`src/rtl/mm_pkg.sv`:
```
// mm_pkg: constants and types for the three-matrix multiply engine and its
// host-side stream driver. Also used by the engine bench, so it holds only
// widths, the driver state encoding and a row-major index helper.
package mm_pkg;

  localparam int DW        = 8;                    // element width
  localparam int RW        = 32;                   // result width
  localparam int MAXD      = 4;                    // max rows / max row length
  localparam int NMAT      = 3;                    // matrices per run
  localparam int RES_DEPTH = MAXD * MAXD;          // result buffer entries
  localparam int IDX_W     = $clog2(MAXD * MAXD);  // element / result index
  localparam int ROW_W     = $clog2(MAXD);         // row or column counter
  localparam int LEN_W     = $clog2(MAXD + 1);     // row length 0..MAXD
  localparam int CNT_W     = $clog2(RES_DEPTH + 1);// result count 0..16

  typedef enum logic [2:0] {
    ST_IDLE = 3'd0,
    ST_SEND = 3'd1,
    ST_GAP  = 3'd2,
    ST_WAIT = 3'd3,
    ST_DONE = 3'd4
  } state_t;

  // Row-major element index: row*MAXD + col.
  function automatic logic [IDX_W-1:0] elem_idx(input logic [ROW_W-1:0] r,
                                                input logic [ROW_W-1:0] c);
    return IDX_W'(int'(r) * MAXD + int'(c));
  endfunction

endpackage

```
`src/rtl/mm_result_buf.sv`:
```
// mm_result_buf: capture buffer for engine results.
//   clk, rst  : clock, synchronous active-high reset (clears count only)
//   clear     : empty the buffer at the start of a run
//   wr_en     : store wr_data at index count; dropped once count == RES_DEPTH
//   wr_data   : result word
//   rd_addr   : read index
//   count     : entries captured, saturates at RES_DEPTH
//   rd_data   : buf_mem[rd_addr], combinational
module mm_result_buf
  import mm_pkg::*;
(
  input  logic             clk,
  input  logic             rst,
  input  logic             clear,
  input  logic             wr_en,
  input  logic [RW-1:0]    wr_data,
  input  logic [IDX_W-1:0] rd_addr,
  output logic [CNT_W-1:0] count,
  output logic [RW-1:0]    rd_data
);

  logic [RW-1:0] buf_mem [RES_DEPTH];
  logic          full;
  logic          do_write;

  assign full     = (count == CNT_W'(RES_DEPTH));
  assign do_write = wr_en && !full && !clear;

  always_ff @(posedge clk) begin
    if (rst) begin
      count <= '0;
    end else if (clear) begin
      count <= '0;
    end else if (do_write) begin
      count <= count + CNT_W'(1);
    end
  end

  // Storage is deliberately not reset; count defines what is valid.
  always_ff @(posedge clk) begin
    if (do_write) begin
      buf_mem[count[IDX_W-1:0]] <= wr_data;
    end
  end

  assign rd_data = buf_mem[rd_addr];

endmodule

```
`src/rtl/mm_stream_tx.sv`:
```
// mm_stream_tx: host-side transmit driver for the three-matrix multiply
// engine. Holds three int8 matrices (up to MAXD x MAXD), streams them
// row-major with col_end/row_end framing on start, then captures the
// engine's results into a readable buffer.
//
// Ports:
//   clk, rst            clock, synchronous active-high reset
//   cfg_we/sel/addr/data element write mem[sel][addr] (IDLE only, sel 3 ignored)
//   dim_we/dim_len      row length write len[sel][addr[1:0]] (IDLE only)
//   start               single-cycle launch (ignored outside IDLE)
//   in_data/col_end/row_end  stream to the engine
//   busy/valid/out_data/ep/is_legal  engine status and results
//   tx_busy             FSM not IDLE
//   done                one-cycle pulse at end of a run
//   res_count/res_addr/res_data  result buffer count and combinational read
//   res_ep/res_illegal/res_timeout/cfg_err  run status, held until next start
//   state_dbg           current FSM state
//
// Stream handshake: while SEND, one element is presented per cycle in which
// busy is low and is considered consumed at that clock edge; a cycle with
// busy high presents zero data and flags and the position is held. Results
// are captured on each rising edge of valid while WAITing; the run ends on a
// falling edge of busy or after TIMEOUT+1 wait cycles.
module mm_stream_tx
  import mm_pkg::*;
#(
  parameter int TIMEOUT = 1024
) (
  input  logic             clk,
  input  logic             rst,
  input  logic             cfg_we,
  input  logic [1:0]       cfg_sel,
  input  logic [IDX_W-1:0] cfg_addr,
  input  logic [DW-1:0]    cfg_data,
  input  logic             dim_we,
  input  logic [LEN_W-1:0] dim_len,
  input  logic             start,
  output logic [DW-1:0]    in_data,
  output logic             col_end,
  output logic             row_end,
  input  logic             busy,
  input  logic             valid,
  input  logic [RW-1:0]    out_data,
  input  logic [2:0]       ep,
  input  logic             is_legal,
  output logic             tx_busy,
  output logic             done,
  output logic [CNT_W-1:0] res_count,
  input  logic [IDX_W-1:0] res_addr,
  output logic [RW-1:0]    res_data,
  output logic [2:0]       res_ep,
  output logic             res_illegal,
  output logic             res_timeout,
  output logic             cfg_err,
  output state_t           state_dbg
);

  localparam int WC_W = $clog2(TIMEOUT + 1);

  state_t           state, state_n;
  logic [1:0]       m, m_n;
  logic [ROW_W-1:0] r, r_n, c, c_n, r_inc;
  logic [WC_W-1:0]  wait_cnt, wait_n;

  logic [DW-1:0]    mem [NMAT][RES_DEPTH];
  logic [LEN_W-1:0] len [NMAT][MAXD];

  logic             valid_q, busy_q;
  logic [2:0]       res_ep_q;
  logic             illegal_q, timeout_q, cfg_err_q;

  logic [LEN_W-1:0] cur_len, dim_len_clamped;
  logic             last_col, last_row, any_empty;
  logic             valid_rise, busy_fall, capture, cfg_ok;
  logic             run_clear, set_cfg_err, set_timeout, sample_legal;

  assign cfg_ok    = (state == ST_IDLE) && (cfg_sel != 2'd3);
  assign r_inc     = r + ROW_W'(1);
  assign cur_len   = len[m][r];
  assign last_col  = (LEN_W'(c) == cur_len - LEN_W'(1));
  // A row is last if it is the final slot or the next length is zero.
  assign last_row  = (r == ROW_W'(MAXD - 1)) || (len[m][r_inc] == '0);
  assign any_empty = (len[0][0] == '0) || (len[1][0] == '0) || (len[2][0] == '0);

  assign valid_rise = valid && !valid_q;
  assign busy_fall  = busy_q && !busy;
  assign capture    = (state == ST_WAIT) && valid_rise;

  // Lengths above MAXD would let the column counter wrap without ever
  // matching, so they are clamped on write.
  assign dim_len_clamped = (dim_len > LEN_W'(MAXD)) ? LEN_W'(MAXD) : dim_len;

  always_comb begin
    state_n      = state;
    m_n          = m;
    r_n          = r;
    c_n          = c;
    wait_n       = wait_cnt;
    in_data      = '0;
    col_end      = 1'b0;
    row_end      = 1'b0;
    run_clear    = 1'b0;
    set_cfg_err  = 1'b0;
    set_timeout  = 1'b0;
    sample_legal = 1'b0;
    case (state)
      ST_IDLE: begin
        if (start) begin
          run_clear = 1'b1;
          m_n       = '0;
          r_n       = '0;
          c_n       = '0;
          wait_n    = '0;
          if (any_empty) begin
            set_cfg_err = 1'b1;
            state_n     = ST_DONE;
          end else begin
            state_n = ST_SEND;
          end
        end
      end
      ST_SEND: begin
        if (!busy) begin
          in_data = mem[m][elem_idx(r, c)];
          col_end = last_col;
          row_end = last_col && last_row;
          if (last_col) begin
            if (last_row) begin
              state_n = ST_GAP;
            end else begin
              r_n = r_inc;
              c_n = '0;
            end
          end else begin
            c_n = c + ROW_W'(1);
          end
        end
      end
      ST_GAP: begin
        r_n = '0;
        c_n = '0;
        if (m == 2'd2) begin
          sample_legal = 1'b1;
          wait_n       = '0;
          state_n      = ST_WAIT;
        end else begin
          m_n     = m + 2'd1;
          state_n = ST_SEND;
        end
      end
      ST_WAIT: begin
        if (busy_fall) begin
          state_n = ST_DONE;
        end else if (wait_cnt == WC_W'(TIMEOUT)) begin
          set_timeout = 1'b1;
          state_n     = ST_DONE;
        end else begin
          wait_n = wait_cnt + WC_W'(1);
        end
      end
      ST_DONE: begin
        state_n = ST_IDLE;
      end
      default: begin
        state_n = ST_IDLE;
      end
    endcase
  end

  always_ff @(posedge clk) begin
    if (rst) begin
      state     <= ST_IDLE;
      m         <= '0;
      r         <= '0;
      c         <= '0;
      wait_cnt  <= '0;
      valid_q   <= 1'b0;
      busy_q    <= 1'b0;
      res_ep_q  <= '0;
      illegal_q <= 1'b0;
      timeout_q <= 1'b0;
      cfg_err_q <= 1'b0;
      for (int i = 0; i < NMAT; i++) begin
        for (int j = 0; j < MAXD; j++) begin
          len[i][j] <= '0;
        end
      end
    end else begin
      state    <= state_n;
      m        <= m_n;
      r        <= r_n;
      c        <= c_n;
      wait_cnt <= wait_n;
      valid_q  <= valid;
      busy_q   <= busy;
      if (run_clear) begin
        res_ep_q  <= '0;
        illegal_q <= 1'b0;
        timeout_q <= 1'b0;
        cfg_err_q <= 1'b0;
      end
      if (set_cfg_err)  cfg_err_q <= 1'b1;
      if (sample_legal) illegal_q <= !is_legal;
      if (capture)      res_ep_q  <= res_ep_q | ep;
      if (set_timeout)  timeout_q <= 1'b1;
      if (cfg_ok && dim_we) begin
        len[cfg_sel][cfg_addr[ROW_W-1:0]] <= dim_len_clamped;
      end
    end
  end

  // Element storage is not reset.
  always_ff @(posedge clk) begin
    if (cfg_ok && cfg_we) begin
      mem[cfg_sel][cfg_addr] <= cfg_data;
    end
  end

  mm_result_buf u_result_buf (
    .clk     (clk),
    .rst     (rst),
    .clear   (run_clear),
    .wr_en   (capture),
    .wr_data (out_data),
    .rd_addr (res_addr),
    .count   (res_count),
    .rd_data (res_data)
  );

  assign tx_busy     = (state != ST_IDLE);
  assign done        = (state == ST_DONE);
  assign res_ep      = res_ep_q;
  assign res_illegal = illegal_q || (res_ep_q != 3'd0);
  assign res_timeout = timeout_q;
  assign cfg_err     = cfg_err_q;
  assign state_dbg   = state;

endmodule
```
`config.mk`:
```
export PLATFORM = sky130hd
export DESIGN_NAME = mm_stream_tx
export DESIGN_NICKNAME = d
export VERILOG_FILES = /design/src/rtl/mm_pkg.sv /design/src/rtl/mm_result_buf.sv /design/src/rtl/mm_stream_tx.sv
export SDC_FILE = /design/constraint.sdc
export NUM_CORES = 1
export LEC_CHECK = 0
export ABC_AREA = 1
export CELL_PAD_IN_SITES_DETAIL_PLACEMENT = 1
export CELL_PAD_IN_SITES_GLOBAL_PLACEMENT = 2
export CORE_MARGIN = 1.5
export CORE_UTILIZATION = 44
export CTS_BUF_LIST = sky130_fd_sc_hd__clkbuf_16
export DETAILED_ROUTE_END_ITERATION = 12
export GPL_TIMING_DRIVEN = 0
export PLACE_DENSITY = 0.81
export SYNTH_ARGS = -nofsm -noshare
export SYNTH_HDL_FRONTEND = slang
export SYNTH_SLANG_ARGS = --single-unit
```
`constraint.sdc`:
```
create_clock -name clk -period 5.4 [get_ports clk]
set_input_delay 1.08 -clock clk [delete_from_list [all_inputs] [get_ports clk]]
set_output_delay 1.08 -clock clk [all_outputs]
set_load 0.02 [all_outputs]
```
==> results of run 1 <==
[worst max-delay path: stages]
cell and delay (ns):
clkdlybuf4s50_1 0.45, inv_1 0.43, clkbuf_2 0.47, clkbuf_1 0.52, o211ai_1 0.24, nand3_1 0.23, nand2_1 0.20, clkdlybuf4s50_1 0.59
[power by group through the flow]
| stage | Sequential, mW | Clock [mW] | Combinational, mW |
|---|---|---|---|
| after CTS | 8.45 | 6.77 | 3.23 |
| after global placement | 8.61 | 0 | 3.10 |
| final | 8.45 | 6.71 | 3.25 |
| after floorplan | 8.61 | 0 | 1.87 |
| after detailed placement | 8.61 | 0 | 3.21 |
| after global routing | 8.45 | 7.03 | 3.51 |
[cells in the mapped netlist, drive strengths merged (4+ instances only)]
cell type / number / area share
mux2i: 128 / 0.032
a21oi: 201 / 0.025
dfxtp: 35 / 0.017
nor4: 7 / 0.0011
edfxtp: 944 / 0.71
a31oi: 7 / 0.0011
inv: 202 / 0.019
nor2: 144 / 0.014
xor2: 5 / 0.0011
buf: 93 / 0.014
o22ai: 5 / 0.00078
nor3: 33 / 0.0047
ha: 9 / 0.0028
nand4: 4 / 0.00062
clkbuf: 96 / 0.0090
o211ai: 233 / 0.044
o21ai: 229 / 0.029
nand2: 468 / 0.044
nand3: 227 / 0.030
clkinv: 4 / 0.00037
[kinds of logic after synthesis]
family | Yosys count | share of synthesized area
other cells | 1 | 0.0000936
fa+ha+maj | 9 | 0.00281
mux | 128 | 0.0320
simple gates | 891 | 0.0953
flops | 979 | 0.725
compound gates | 682 | 0.101
buf+inv | 395 | 0.0421
xor+xnor | 7 | 0.00153
[through the flow]
step / worst slack [ns] / cells / util
5_1_grt: 0.0162 / 4618 / 0.517
3_5_place_dp: -0.354 / 4432 / 0.482
2_1_floorplan: 1.28 / 3103 / -
6_report: 0.0919 / 4620 / 0.517
4_1_cts: 0.0395 / 4618 / 0.517
3_3_place_gp: -2.35 / 4397 / 0.474
[layer usage]
metal	routed length (microns)	GRT usage
met5	11	0
met4	6020	0.123
met3	7760	0.0406
met2	65000	0.483
met1	48500	0.331
[area by class of cell]
type / count / area (sq um)
fillers: 9039 / 43500
plain buffers: 188 / 913
clock inverters: 81 / 502
inverters: 206 / 781
well taps: 1176 / 1470
flip-flops and latches: 979 / 29000
diodes: 2 / 5.00
repair buffers: 153 / 1750
clock buffers: 106 / 2650
multi-input cells: 1729 / 9510
[state kept, by name, indices dropped and copies added (netlist names), 3 cells and up, named ones only]
| register | cells |
|---|---|
| wait_cnt | 11 |
| u_result_buf.buf_mem | 512 |
| res_ep | 3 |
| state_dbg | 3 |
| len | 48 |
| u_result_buf.count | 5 |
| mem | 384 |
[what timing repair did]
action                     CTS  global route
setup endpoints to repair   19             5
hold buffers                 0             0
resized for setup            5             7
gates cloned                 0             0
[how the worst max path moves through the flow]
stage / endpoint / cells after the start
floorplan: u_result_buf.buf_mem[0][0] / 4
global placement: u_result_buf.buf_mem[0][30] / 5
detailed placement: res_data[13] / 9
CTS: row_end / 12
global route: row_end / 11
finish: res_data[15] / 8
==> results.cfg, run 1 <==
[clock_tree]
cts_tree = yes
clkTransAtPathRegs_ns = 0.06
cts_buffers = 103
clockRootBuffer = clkbuf_16
cts_setup_buffers = 0
cts.sinks = 979
cts_buffer_depth = 3
h-tree-depth = 3
clock_latency_ns = 0.69

[final_layout]
finalNetCount = 3433
drive_above_1_share = 0.0947
fin_area_sq_mm = 0.0466
mostFrequentLayoutCell = edfxtp_1
area_growth_pct = 16.4
final_cell_mix = edfxtp_1, nand2_1, o211ai_1, o21ai_0, inv_1

[timing]
setup_viol = 0
tns_ns = 0
hold_violations = 0
relSlewSlack = 0.147
finalCriticalPeriod_ns = 5.31
fmax_mhz = 188
finClkSkew_ns = 0.0289
rsz0062_at_grt = no
tightest_slew_ns = 1.27
fin_hold_ws_ns = 0.483
drv_slew = 0
timing.final.crit_share = 0.983

[setup_path]
critPathKind = in -> out
r2r-start = state_dbg[2]
r2r_slack_ns = 2.16
endpoint_kind = output pin
critPathLaunch = res_addr[1]
rr_endpoint = mem[0][43]
path_max_fanout = 11
worstPathArrival_ns = 4.23
cp_data_required_time_ns = 4.32
ff2ff_path_depth = 9
critPathLaunchType = input pin

[floorplan]
rows = 110
initial_core_util = 0.444
die_w_microns = 305
core-area_sq_mm = 0.0901
ios = 122
die_h_microns = 305
fp.dieArea_sq_mm = 0.0929

[place]
placed_area_sq_mm = 0.0435
hpwl_microns = 87500
gp_congestion = 0.905
port-buffer-count = 118

[route]
first_iter_violations = 2348
antenna_left = 0
viasPerCell = 5.80
routed-via-count = 26800
wl_per_cell_microns = 27.6
firstDrtPassIters = 5
wl_microns = 127000
route.detailed.drc = 0

[power]
swShare = 0.288
leakage_nw = 16.3
power_density_mw_per_mm2 = 395
power.share.combinational = 0.176
ir_worst_vdd_uv = 376
power_mw = 18.4
clock_power_share = 0.365
p_int_mw = 13.1
switchingPower_mw = 5.31
power_frac_seq = 0.459

[yosys]
ys_warn_count = 0
yosysUniqueCellTypes = 45
ys_ff_latch = 979
syn-mean-instance-area_sq_um = 13.0
synthArstFlopShare = 0
syn-instance-count = 3092
synthFlopType = edfxtp_1
synthesis.area_sq_mm = 0.0401
ys_seq_area_frac = 0.725
synth-edff-count = 944

[global_route]
track_usage = 0.273
grt_max_degree = 49
grt_first_pass_wirelength_microns = 187000
grt_overflow_total = 0
grt_pass1_vias = 28500
grt_antenna_before_repair = 2

[hold_path]
min_to = wait_cnt[7]
whs_path_depth = 2
hp-start = wait_cnt[7]
hp-class = reg -> reg

[outcome]
status = complete, no violations

[job]
maxCapViolCount = 0
No activity file was read; power rests on OpenSTA's default activity.
==> run 2: changes to the inputs <==
--- a/config.mk
+++ b/config.mk
@@ -6,6 +6,8 @@
 export NUM_CORES = 1
 export LEC_CHECK = 0
 export ABC_AREA = 1
+export ABC_CLOCK_PERIOD_IN_PS = 5400
+export CAP_MARGIN = 5
 export CELL_PAD_IN_SITES_DETAIL_PLACEMENT = 1
 export CELL_PAD_IN_SITES_GLOBAL_PLACEMENT = 2
 export CORE_MARGIN = 1.5
==> run 2 against run 1 <==
Worst setup slack gained 0.067 ns. Clock power decreased by 4.5%. Fmax is 1.3% higher. Worst hold slack got worse by 0.0048 ns. Highest routed layer is now met4.
==> results.cfg, run 2 (synthesized netlist as in run 1, its figures left out) <==
[final_layout]
final_util = 0.515
fillers = 9101
drive_above_1_share = 0.0922
largest_reg_flops = 512
finalNetCount = 3431
final_cell_mix = edfxtp_1, nand2_1, o211ai_1, inv_1, o21ai_0
area_growth_pct = 15.9
mostFrequentLayoutCell = edfxtp_1

[route]
routed-via-count = 26800
met2_length_microns = 65600
first_iter_violations = 2533
wl_met3_microns = 6710
wirelength_met1_microns = 49200
viasPerCell = 5.81
firstDrtPassIters = 5
route.detailed.drc = 0
antenna_left = 0
wl_per_cell_microns = 27.7
wl_microns = 128000
dr.max_layer_used = met4

[hold_path]
hp-start = wait_cnt[7]
whs_path_depth = 2
hp-class = reg -> reg
min_to = wait_cnt[7]

[power]
power_density_mw_per_mm2 = 390
ir_worst_vdd_uv = 300
leakage_nw = 16.2
power_mw = 18.1

[setup_path]
rr_endpoint = mem[0][47]
crit_top_cell = o21ai_0
path_max_fanout = 10
critPathKind = reg -> out
critPathLaunchType = flip-flop
endpoint_kind = output pin
worstPathArrival_ns = 4.16
r2r-start = state_dbg[2]
critPathMaxStageDelay_ns = 0.67
cp_data_required_time_ns = 4.32
cp_cell_sequence = buf_4 -> buf_4 -> buf_2 -> a21oi_1 -> o21ai_0 -> o21ai_0 -> o21ai_0 -> o21ai_0 -> a31oi_1 -> clkdlybuf4s50_1
ff2ff_path_depth = 9
crit_path_top_delay_cell = clkdlybuf4s50_1
r2r_slack_ns = 2.11

[timing]
tightest_slew_ns = 1.33
fin_hold_ws_ns = 0.478
rsz0062_at_grt = no
drv_slew = 0
relSlewSlack = 0.111
timing.final.crit_share = 0.971
fmax_mhz = 191
hold_violations = 0
setup_viol = 0
tns_ns = 0
finalCriticalPeriod_ns = 5.24
finClkSkew_ns = 0.0164

[place]
gp_congestion = 0.905
hpwl_microns = 87600
port-buffer-count = 118

[clock_tree]
cts_buffers = 101
cts.sinks = 979
cts_setup_buffers = 0
clkTransAtPathRegs_ns = 0.06
hold_buffers = 0
clockRootBuffer = clkbuf_16
cts_buffer_depth = 3
h-tree-depth = 3
clock_latency_ns = 0.67
cts_tree = yes

[global_route]
grt_pass1_vias = 28700
grt_antenna_before_repair = 1
grt_overflow_total = 0
grt_first_pass_wirelength_microns = 188000
grt_max_degree = 49
track_usage = 0.275

[floorplan]
die_h_microns = 305
initial_core_util = 0.444
core-area_sq_mm = 0.0901
rows = 110
ios = 122
die_w_microns = 305
fp.dieArea_sq_mm = 0.0929

[job]
maxCapViolCount = 0

[outcome]
status = complete, no violations
-- run 2: cell types whose count changed in the layout (fill, tap and decap cells not counted), sizes merged --
| cell | previous run | this run |
|---|---|---|
| clkinvlp | 1 | 4 |
| diode | 2 | 1 |
| clkbuf | 201 | 198 |
| bufinv | 4 | 1 |
| clkinv | 52 | 45 |
| inv | 230 | 237 |
-- run 2: timing repair --
action | 4_1_cts | 5_1_grt
endpoints found under the setup margin | 19 | 7
cloned | 0 | 0
gates resized for setup | 5 | 7
-- run 2: stage by stage --
stage	instances	area, sq um	setup WS (ns)
CTS	4615	46400	0.0404
global placement	4397	42800	-2.35
global route	4615	46400	0.0103
detailed placement	4432	43500	-0.408
floorplan	3103	40100	1.28
finish	4616	46400	0.158
-- run 2: how the worst max path moves through the flow --
stage	slack, ns	endpoint	from
finish	0.16	in_data[3]	flip-flop
global placement	-2.35	u_result_buf.buf_mem[0][30]	valid
floorplan	1.28	u_result_buf.buf_mem[0][0]	valid
global route	0.01	row_end	r[0]
detailed placement	-0.41	res_data[13]	res_addr[1]
CTS	0.04	row_end	r[1]
-- run 2: area by class of cell --
cell class | count | area, sq um | share of cell area
flip-flops and latches | 979 | 29000 | 0.625
multi-input cells | 1729 | 9510 | 0.205
clock buffers | 103 | 2580 | 0.0555
repair buffers | 153 | 1750 | 0.0376
well taps | 1176 | 1470 | 0.0317
plain buffers | 188 | 913 | 0.0197
inverters | 206 | 781 | 0.0168
clock inverters | 81 | 400 | 0.00862
diodes | 1 | 2.50 | 0.0000539
-- run 2: critical path, delay by kind of cell, from the launching register on --
kind,cells,cell delay (ns)
compound gates,6,1.50
flops,1,0.46
buf+inv,4,1.50
-- run 2: power breakdown --
part	leakage (nW)	internal [mW]	switching, mW	total, mW
Combinational	5.80	0.961	2.29	3.25
Sequential	8.83	8.40	0.0433	8.45
Clock	1.58	3.48	2.93	6.41
-- run 2: per-layer routing --
metal | global-route usage | vias to the layer above
met2 | 0.490 | 961
met3 | 0.0361 | 287
met5 | 0 | -
met1 | 0.332 | 13700
met4 | 0.124 | 0
li1 | - | 11900
